`config.mk`:
```
export PLATFORM = sky130hd
export DESIGN_NAME = instr_fetch_unit_flat
export DESIGN_NICKNAME = d
export VERILOG_FILES = /design/src/rtl/cpu_pkg.sv /design/src/rtl/instr_fetch_unit_if.sv /design/src/rtl/pc_register.sv /design/src/rtl/instr_fetch_unit.sv /design/src/flat_wrapper.sv
export SDC_FILE = /design/constraint.sdc
export NUM_CORES = 1
export LEC_CHECK = 0
export ABC_CLOCK_PERIOD_IN_PS = 5330
export CELL_PAD_IN_SITES_DETAIL_PLACEMENT = 0
export CELL_PAD_IN_SITES_GLOBAL_PLACEMENT = 1
export CORE_MARGIN = 5
export CORE_UTILIZATION = 50
export CTS_CLUSTER_DIAMETER = 150
export DETAILED_ROUTE_END_ITERATION = 16
export DONT_BUFFER_PORTS = 1
export PLACE_DENSITY_LB_ADDON = 0.1
export SLEW_MARGIN = 20
export SYNTH_ARGS = -nofsm -noshare
export SYNTH_HDL_FRONTEND = slang
export SYNTH_HIERARCHICAL = 1
export SYNTH_SLANG_ARGS = --single-unit
```
`constraint.sdc`:
```
create_clock -name clock -period 5.33 [get_ports clock]
set_input_delay 1.066 -clock clock [delete_from_list [all_inputs] [get_ports clock]]
set_output_delay 1.066 -clock clock [all_outputs]
set_load 0.01 [all_outputs]
```
`src/rtl/cpu_pkg.sv`:
```
// Shared CPU definitions: fetch FSM states and instruction/PC constants.
// The FAULT state exists only when FETCH_TIMEOUT_EN is defined.
package cpu_pkg;

  localparam int unsigned INSTR_W = 32;
  localparam logic [INSTR_W-1:0] NOP_INSTR = 32'hD503201F;
  localparam int unsigned PC_STEP = 4;

  typedef enum logic [2:0] {
    StIdle,
    StReq,
    StWait,
    StDone
`ifdef FETCH_TIMEOUT_EN
    ,
    StFault
`endif
  } fetch_state_e;

endpackage

```
`src/rtl/instr_fetch_unit_if.sv`:
```
// Instruction memory read bus between the fetch unit (master) and memory (slave).
interface instr_fetch_unit_if #(
  parameter int unsigned PC_W = 64
) ();
  import cpu_pkg::*;

  logic [PC_W-1:0]    mem_addr;
  logic               mem_rd;
  logic [INSTR_W-1:0] mem_data;
  logic               mem_ready;

  modport master (
    output mem_addr,
    output mem_rd,
    input  mem_data,
    input  mem_ready
  );

  modport slave (
    input  mem_addr,
    input  mem_rd,
    output mem_data,
    output mem_ready
  );
endinterface

```
`src/rtl/pc_register.sv`:
```
// Architectural PC register: load target (word aligned), increment by 4, or hold.
module pc_register
  import cpu_pkg::*;
#(
  parameter int unsigned     PC_W     = 64,
  parameter logic [PC_W-1:0] RESET_PC = '0
) (
  input  logic            clock,
  input  logic            reset,
  input  logic            load_i,
  input  logic            incr_i,
  input  logic [PC_W-1:0] target_i,
  output logic [PC_W-1:0] pc_o,
  output logic [PC_W-1:0] pc_plus4_o
);

  logic [PC_W-1:0] pc_q, pc_d;

  // Wraps modulo 2^PC_W
  assign pc_plus4_o = pc_q + PC_W'(PC_STEP);
  assign pc_o       = pc_q;

  // Next PC: load has priority over increment; low two target bits are forced to zero
  always_comb begin
    pc_d = pc_q;
    if (load_i) begin
      pc_d = {target_i[PC_W-1:2], 2'b00};
    end else if (incr_i) begin
      pc_d = pc_plus4_o;
    end
  end

  // PC state register
  always_ff @(posedge clock or posedge reset) begin
    if (reset) begin
      pc_q <= RESET_PC;
    end else begin
      pc_q <= pc_d;
    end
  end

endmodule

```
`src/rtl/instr_fetch_unit.sv`:
```
// Multicycle instruction fetch engine: reads the word at PC, latches it into IR,
// pulses ir_valid and advances PC (sequential or branch target).
// Optional feature macro FETCH_TIMEOUT_EN: bounded wait with a terminal FAULT state
// that injects a NOP and sets the sticky fetch_fault flag.
module instr_fetch_unit
  import cpu_pkg::*;
#(
  parameter int unsigned     PC_W     = 64,
  parameter logic [PC_W-1:0] RESET_PC = '0
`ifdef FETCH_TIMEOUT_EN
  ,
  parameter int unsigned     TIMEOUT_CYCLES = 16
`endif
) (
  input  logic               clock,
  input  logic               reset,
  input  logic               fetch_req,
  input  logic               pc_load,
  input  logic [PC_W-1:0]    pc_target,
  instr_fetch_unit_if.master mem,
  output logic [INSTR_W-1:0] IR,
  output logic               ir_valid,
  output logic [PC_W-1:0]    pc,
  output logic [PC_W-1:0]    pc_plus4,
  output logic               busy,
  output logic               fetch_fault
);

  fetch_state_e       state_q, state_d;
  logic [INSTR_W-1:0] ir_q, ir_d;
  logic               ir_valid_q, ir_valid_d;
  logic               pc_ld, pc_inc;

`ifdef FETCH_TIMEOUT_EN
  localparam int unsigned CntW = $clog2(TIMEOUT_CYCLES + 1);
  logic [CntW-1:0] cnt_q, cnt_d, cnt_inc;
  logic            fault_q, fault_d;

  assign cnt_inc = cnt_q + CntW'(1);
`endif

  pc_register #(
    .PC_W     (PC_W),
    .RESET_PC (RESET_PC)
  ) u_pc (
    .clock      (clock),
    .reset      (reset),
    .load_i     (pc_ld),
    .incr_i     (pc_inc),
    .target_i   (pc_target),
    .pc_o       (pc),
    .pc_plus4_o (pc_plus4)
  );

  // Read request is purely state-decoded so reset removes it asynchronously
  assign mem.mem_rd   = (state_q == StReq) || (state_q == StWait);
  assign mem.mem_addr = pc;
  assign IR           = ir_q;
  assign ir_valid     = ir_valid_q;
  assign busy         = (state_q != StIdle);
`ifdef FETCH_TIMEOUT_EN
  assign fetch_fault  = fault_q;
`else
  assign fetch_fault  = 1'b0;
`endif

  // Next-state, IR capture and PC control
  always_comb begin
    state_d    = state_q;
    ir_d       = ir_q;
    ir_valid_d = 1'b0;
    pc_ld      = 1'b0;
    pc_inc     = 1'b0;
`ifdef FETCH_TIMEOUT_EN
    cnt_d      = cnt_q;
    fault_d    = fault_q;
`endif
    unique case (state_q)
      StIdle: begin
        // Load lands at the same edge as the REQ transition, so the fetch sees the new PC
        pc_ld = pc_load;
        if (fetch_req) begin
          state_d = StReq;
`ifdef FETCH_TIMEOUT_EN
          cnt_d   = '0;
`endif
        end
      end
      StReq, StWait: begin
        if (mem.mem_ready) begin
          ir_d       = mem.mem_data;
          ir_valid_d = 1'b1;
          state_d    = StDone;
        end else begin
`ifdef FETCH_TIMEOUT_EN
          cnt_d = cnt_inc;
          if (32'(cnt_inc) >= TIMEOUT_CYCLES) begin
            state_d    = StFault;
            ir_d       = NOP_INSTR;
            ir_valid_d = 1'b1;
            fault_d    = 1'b1;
          end else begin
            state_d = StWait;
          end
`else
          state_d = StWait;
`endif
        end
      end
      StDone: begin
        pc_ld   = pc_load;
        pc_inc  = ~pc_load;
        state_d = StIdle;
      end
`ifdef FETCH_TIMEOUT_EN
      StFault: begin
        state_d = StFault;
      end
`endif
      default: begin
        state_d = StIdle;
      end
    endcase
  end

  // State, IR and valid-pulse registers
  always_ff @(posedge clock or posedge reset) begin
    if (reset) begin
      state_q    <= StIdle;
      ir_q       <= '0;
      ir_valid_q <= 1'b0;
    end else begin
      state_q    <= state_d;
      ir_q       <= ir_d;
      ir_valid_q <= ir_valid_d;
    end
  end

`ifdef FETCH_TIMEOUT_EN
  // Wait-state counter and sticky fault flag
  always_ff @(posedge clock or posedge reset) begin
    if (reset) begin
      cnt_q   <= '0;
      fault_q <= 1'b0;
    end else begin
      cnt_q   <= cnt_d;
      fault_q <= fault_d;
    end
  end
`endif

endmodule
```
`src/flat_wrapper.sv`:
```
// flat-port wrapper written by rule: the top's interface ports become plain ports
module instr_fetch_unit_flat import cpu_pkg::*;
#(
  parameter int unsigned     PC_W     = 64,
  parameter logic [PC_W-1:0] RESET_PC = '0

)
  (clock, reset, fetch_req, pc_load, pc_target, IR, ir_valid, pc, pc_plus4, busy, fetch_fault, mem_mem_addr, mem_mem_rd, mem_mem_data, mem_mem_ready);
  instr_fetch_unit_if #(.PC_W(PC_W)) mem_i ();
  input  logic clock;
  input  logic reset;
  input  logic fetch_req;
  input  logic pc_load;
  input  logic [PC_W-1:0] pc_target;
  output logic [INSTR_W-1:0] IR;
  output logic ir_valid;
  output logic [PC_W-1:0] pc;
  output logic [PC_W-1:0] pc_plus4;
  output logic busy;
  output logic fetch_fault;
  output wire logic [$bits(mem_i.mem_addr)-1:0] mem_mem_addr;
  output wire logic [$bits(mem_i.mem_rd)-1:0] mem_mem_rd;
  input wire logic [$bits(mem_i.mem_data)-1:0] mem_mem_data;
  input wire logic [$bits(mem_i.mem_ready)-1:0] mem_mem_ready;
  assign mem_mem_addr = mem_i.mem_addr;
  assign mem_mem_rd = mem_i.mem_rd;
  assign mem_i.mem_data = mem_mem_data;
  assign mem_i.mem_ready = mem_mem_ready;
  instr_fetch_unit #(.PC_W(PC_W), .RESET_PC(RESET_PC)) u_core (.clock(clock), .reset(reset), .fetch_req(fetch_req), .pc_load(pc_load), .pc_target(pc_target), .mem(mem_i), .IR(IR), .ir_valid(ir_valid), .pc(pc), .pc_plus4(pc_plus4), .busy(busy), .fetch_fault(fetch_fault));
endmodule
```
# Word-level counts from Yosys, hierarchy flattened
# Cells that the tools add are included.
[word_totals]
regBits = 100
word_cells = 26
output_inout_bits = 228
inputBits = 101
[op_classes]
reduce_logical = 7
eq_ne = 4
bitwise = 1
muxes = 9
addsub = 1
[op_table]
columns = ["cell", "count"]
rows = [
  ["64-bit 2-to-1 mux", 2],
  ["64-bit by 3-bit adder with 64-bit output (second input constant)", 1],
  ["3-bit by 2-bit equality test with 1-bit output (second input constant)", 2],
  ["3-bit case mux with 2 select lines", 1],
  ["1-bit 2-to-1 mux", 5],
  ["2-bit OR reduction", 2],
  ["3-bit by 1-bit equality test with 1-bit output (second input constant)", 1],
  ["3-bit logical NOT", 1],
  ["3-bit 2-to-1 mux", 1],
  ["3-bit nonzero test", 1],
  ["2-bit inequality test (second input constant)", 1],
  ["2-bit AND reduction", 1],
  ["2-bit nonzero test", 1],
  ["1-bit logical OR", 1],
  ["1-bit inverter", 1],
]

# Logic depth before layout (Yosys ltp)
[logic_depth]
depth_word = 4
mapped_depth = 8

# Modules after synthesis
# The synthesis kept the hierarchy.
[by_module_without_submodules]
columns = ["module", "instances", "cells_per_inst", "area_each_um2"]
rows = [
  ["pc_register", 1, 629, 4963.5],
  ["instr_fetch_unit", 1, 152, 2009.4],
]

# Worst setup path after synthesis
# OpenSTA, ideal clock, no wires.
[synth_path]
path_type = "register -> output"
from = "register u_core.u_pc.pc_q[2], in the netlist u_core/u_pc/pc_o[2]"
to = "output port pc_plus4[62]"
t_required_ns = 4.264
n_path_buf = 0
stages_incl_launch_ff = 7
setup_slack_ns = 2.082
arrival_time_ns = 2.182
cell_sequence = "dfrtp_1 > ha_1 > nand4_2 > nor4_2 > nand4_1 > nor4_1 > xor2_1"
[synth_between]
elab_chain_cells = 1
[synth_rtl]
columns = ["element", "line", "source"]
rows = [
  ["start: declaration", "pc_register.sv:17", "logic [PC_W-1:0] pc_q, pc_d;"],
  ["start signal: assignment", "pc_register.sv:38", "pc_q <= pc_d;"],
  ["64-bit by 3-bit adder with 64-bit output", "pc_register.sv:20", "assign pc_plus4_o = pc_q + PC_W'(PC_STEP);"],
  ["end: declaration", "flat_wrapper.sv:18", "output logic [PC_W-1:0] pc_plus4;"],
]
# No other way between the ends.

# Final worst setup path
# Same ends and word-level chain as after synthesis.

==> results by group <==
Pwr
  • Pint: 2.160 mW
  • Sequential share of power: 48.3%
  • P_leak: 2.550 nW
  • Clk pwr share: 15.8%
  • Peak supply drop: 0.0003112 V
  • PwrDens: 649.8 mW/mm²
  • Post-layout total power: 4.400 mW
  • Logic pwr share: 35.9%
  • Switch share: 50.90%
  • Psw: 2.240 mW

Critical path
  • CP Data Required Time: 4.26 ns
  • Path depth of the worst reg2reg path: 6
  • Flop-to-flop setup slack: 2.14 ns
  • Worst R2R Start: u_core/u_pc/pc_o[2]
  • Startpoint types: flip-flop
  • Crit path DAT: 3.31 ns
  • R2R Path End: u_core/u_pc/pc_o[60]
  • Max FO, Critical Path: 9
  • CP Class: flip-flop to output port
  • Endpoint type of the worst setup path: output port

Logic synthesis
  • Synth Area in Simple Gates: 26.18%
  • Yosys cell types: 47
  • Share of the synthesized area in the top cell type: 34.81%
  • Async set or reset register ratio after synthesis: 100.0%
  • Warnings, synthesis: 6
  • Synth top area cells: dfrtp_1, buf_4, xor2_1, mux2_4, xnor2_1
  • Number of synthesized flops with an enable pin: 0
  • Ys flop type: dfrtp_1
  • Compound-gate portion of the synthesized area: 6.675%
  • Synth Area in Adders: 0.5383%
  • Xor and xnor area share after synthesis: 12.06%
  • Synthesized flop and latch total: 97
  • Post-Synthesis Cells: 781
  • Avg Cell Area, Syn: 8.928 µm²
  • Post-synthesis cell area: 0.006973 mm²
  • Largest family of logic cells by synthesized area: simple AND/OR/NAND/NOR gates
  • Dominant cell type by area after synthesis: dfrtp_1
  • Multiplexer area fraction after synthesis: 7.267%
  • Seq/Total Area, Yosys: 34.81%

Finish
  • Share of cells above drive strength 1: 11.24%
  • Antenna cell count: 0
  • Nets: 784
  • Cell area after layout: 0.006771 mm²
  • Filler cells: 1369
  • Layout Utilization: 49.16%
  • Fin cells: 865
  • Layout area overhead: -2.889%

Timing
  • Final hold violation count: 0
  • Fmax: 0.2287 GHz
  • Setup ws final: 0.9578 ns
  • Slew Viols, Final: 0
  • Setup tns final: 0 ns
  • Period minus WS final: 4.372 ns
  • Final setup viols: 0
  • Final worst-path cycle share: 82.03%
  • Worst-Margin Slew: 1.005 ns
  • Rel. slew slack: 32.56%
  • Min Hold Slack: 0.5579 ns
  • Unrepaired setup endpoints after global routing: false
  • Worst clock skew: 0.007545 ns

Detailed routing
  • 1st-iter DRT viols: 318
  • Via Count: 5387
  • Post-Route WL: 20810 µm
  • Post-DR vias/cell: 6.228
  • DR pass1 iterations: 5
  • Number of remaining DRC errors: 0
  • WL/cell: 24.05 µm
  • Antenna viol nets, final: 0

Clocking
  • # hold bufs at CTS: 0
  • Gates resized, CTS repair: 0
  • Clk pin slew, worst setup/hold paths: 0.07 ns
  • Root Buffer: clkbuf_16
  • Setup bufs post-CTS: 0
  • CTS tree: done
  • H-tree depth: 3
  • CTS Buf Count: 9
  • Clock Sinks: 97
  • Clk buf depth: 2
  • Clock Latency Late Sink: 0.35 ns

Job
  • Max_cap viols: 0

Die
  • Die width: 128.1 µm
  • Y dimension of the die: 128.1 µm
  • Die ar.: 0.01641 mm²
  • Starting Density: 50.63%
  • Core Footprint: 0.01377 mm²
  • Site row count: 43
  • Ports: 329

Place
  • IO Port Bufs: 0
  • Placed cells: 849
  • Place WS: 1.298 ns
  • GP Congestion: 0.8134
  • Placed cell area: 0.006464 mm²
  • Detail Placement HPWL: 15280 µm

Global routing
  • Grt total ovfl: 0
  • Vias in the first global route: 5359
  • Tot GR Track Use: 24.63%
  • Antenna violations before repair: 0
  • First-pass GRT wire length: 31440 µm
  • Largest net degree at the start of global routing: 78

Outcome
  • Outcome: finished, final reports clean

Worst hold path
  • Hold Path End: u_core/state_q[1]
  • Type of the most critical hold path: flip-flop to flip-flop
  • Hold_sp: u_core/state_q[1]
  • Hold Path Cell Cnt: 1
-- logic make-up after synthesis --
logic type,after synthesis
AND/OR/NAND/NOR,332
adder cells (fa/ha/maj),3
XOR/XNOR,96
multiplexers,36
other,2
flip-flops,97
buffers and inverters,136
AO/OA/AOI/OAI,79
-- worst max path at each step --
| stage | start | endpoint | slack (ns) |
|---|---|---|---|
| 3_3_place_gp | u_core/u_pc/pc_o[2] | pc_plus4[62] | 1.32 |
| 4_1_cts | u_core/u_pc/pc_o[2] | pc_plus4[62] | 0.91 |
| 3_5_place_dp | u_core/u_pc/pc_o[2] | pc_plus4[62] | 1.30 |
| 6_report | u_core/u_pc/pc_o[2] | pc_plus4[62] | 0.96 |
| 5_1_grt | u_core/u_pc/pc_o[2] | pc_plus4[62] | 0.70 |
| 2_1_floorplan | u_core/u_pc/pc_o[2] | pc_plus4[62] | 2.08 |
-- critical path: stages (launching register included) --
cell and delay, ns:
dfrtp_1 0.59, ha_1 0.36, nand4_2 0.36, nor4_2 0.59, nand4_1 0.28, nor4_1 0.49
xor2_1 0.29
-- routing by layer --
| metal | up-vias | wire length (µm) | global-route usage (%) |
|---|---|---|---|
| met4 | 0 | 211 | 5.431 |
| met2 | 256 | 10300 | 41.53 |
| li1 | 2468 | - | - |
| met5 | - | 0 | 0 |
| met3 | 17 | 1532 | 5.667 |
| met1 | 2646 | 8760 | 32.35 |
-- state kept, by name (all words and copies together) (netlist names) --
name              count
u_core/state_q        2
u_core/u_pc/pc_o     62
u_core/ir_valid       1
u_core/IR            32
-- Yosys cell counts, types with 11 or more instances --
master,count
o21ai_0,46
mux2_4,28
nor3_1,23
or3_1,13
buf_2,17
nor2_1,35
a31oi_1,16
xnor2_1,41
or4_1,13
buf_4,73
xor2_1,55
nand4_1,45
nor4_1,16
clkbuf_1,27
inv_1,11
nand2_1,90
nand3_1,39
dfrtp_1,97
-- power groups by stage --
| stage | sequential [mW] | clock [mW] | combinational [mW] |
|---|---|---|---|
| finish | 2.12 | 0.695 | 1.58 |
| global route | 2.23 | 0.746 | 1.75 |
| CTS | 2.14 | 0.714 | 1.60 |
| detailed placement | 2.15 | 0 | 1.58 |
| global placement | 2.14 | 0 | 1.55 |
| floorplan | 1.62 | 0 | 2.05 |
-- area by class of cell --
class / count / area, µm² / area share, %
repair buffers: 9 / 67.56 / 0.9978
flip-flops and latches: 97 / 2427 / 35.85
inverters: 12 / 45.04 / 0.6652
multi-input cells: 551 / 3699 / 54.62
well taps: 180 / 225.2 / 3.326
clock inverters: 6 / 78.83 / 1.164
clock buffers: 10 / 229.0 / 3.381
-- cells in the final DEF (no fill, tap or decap), types with 3 or more instances in the layout --
master,synthesis,routed
nor2b_1,10,9
mux2_4,28,28
inv_1,11,10
inv_6,0,3
nor2_1,35,35
nand4_2,3,3
xor2_1,55,55
nand3_1,39,39
or2_2,3,3
nor3_1,23,23
and4_1,10,10
or4_1,13,13
mux2_2,5,5
ha_1,3,3
nand2_1,90,90
xnor2_1,41,41
conb_1,2,5
mux2i_1,3,3
o21ai_0,46,46
nand2b_1,4,4
and2_1,5,5
clkbuf_16,0,9
nand4_1,45,45
a31oi_1,16,16
nor4_2,3,3
dfrtp_1,97,97
and3_1,9,9
buf_4,73,9
nor4_1,16,16
o31ai_1,7,7
a22oi_1,5,5
or3_1,13,13
(Power assumes the default switching activity.)
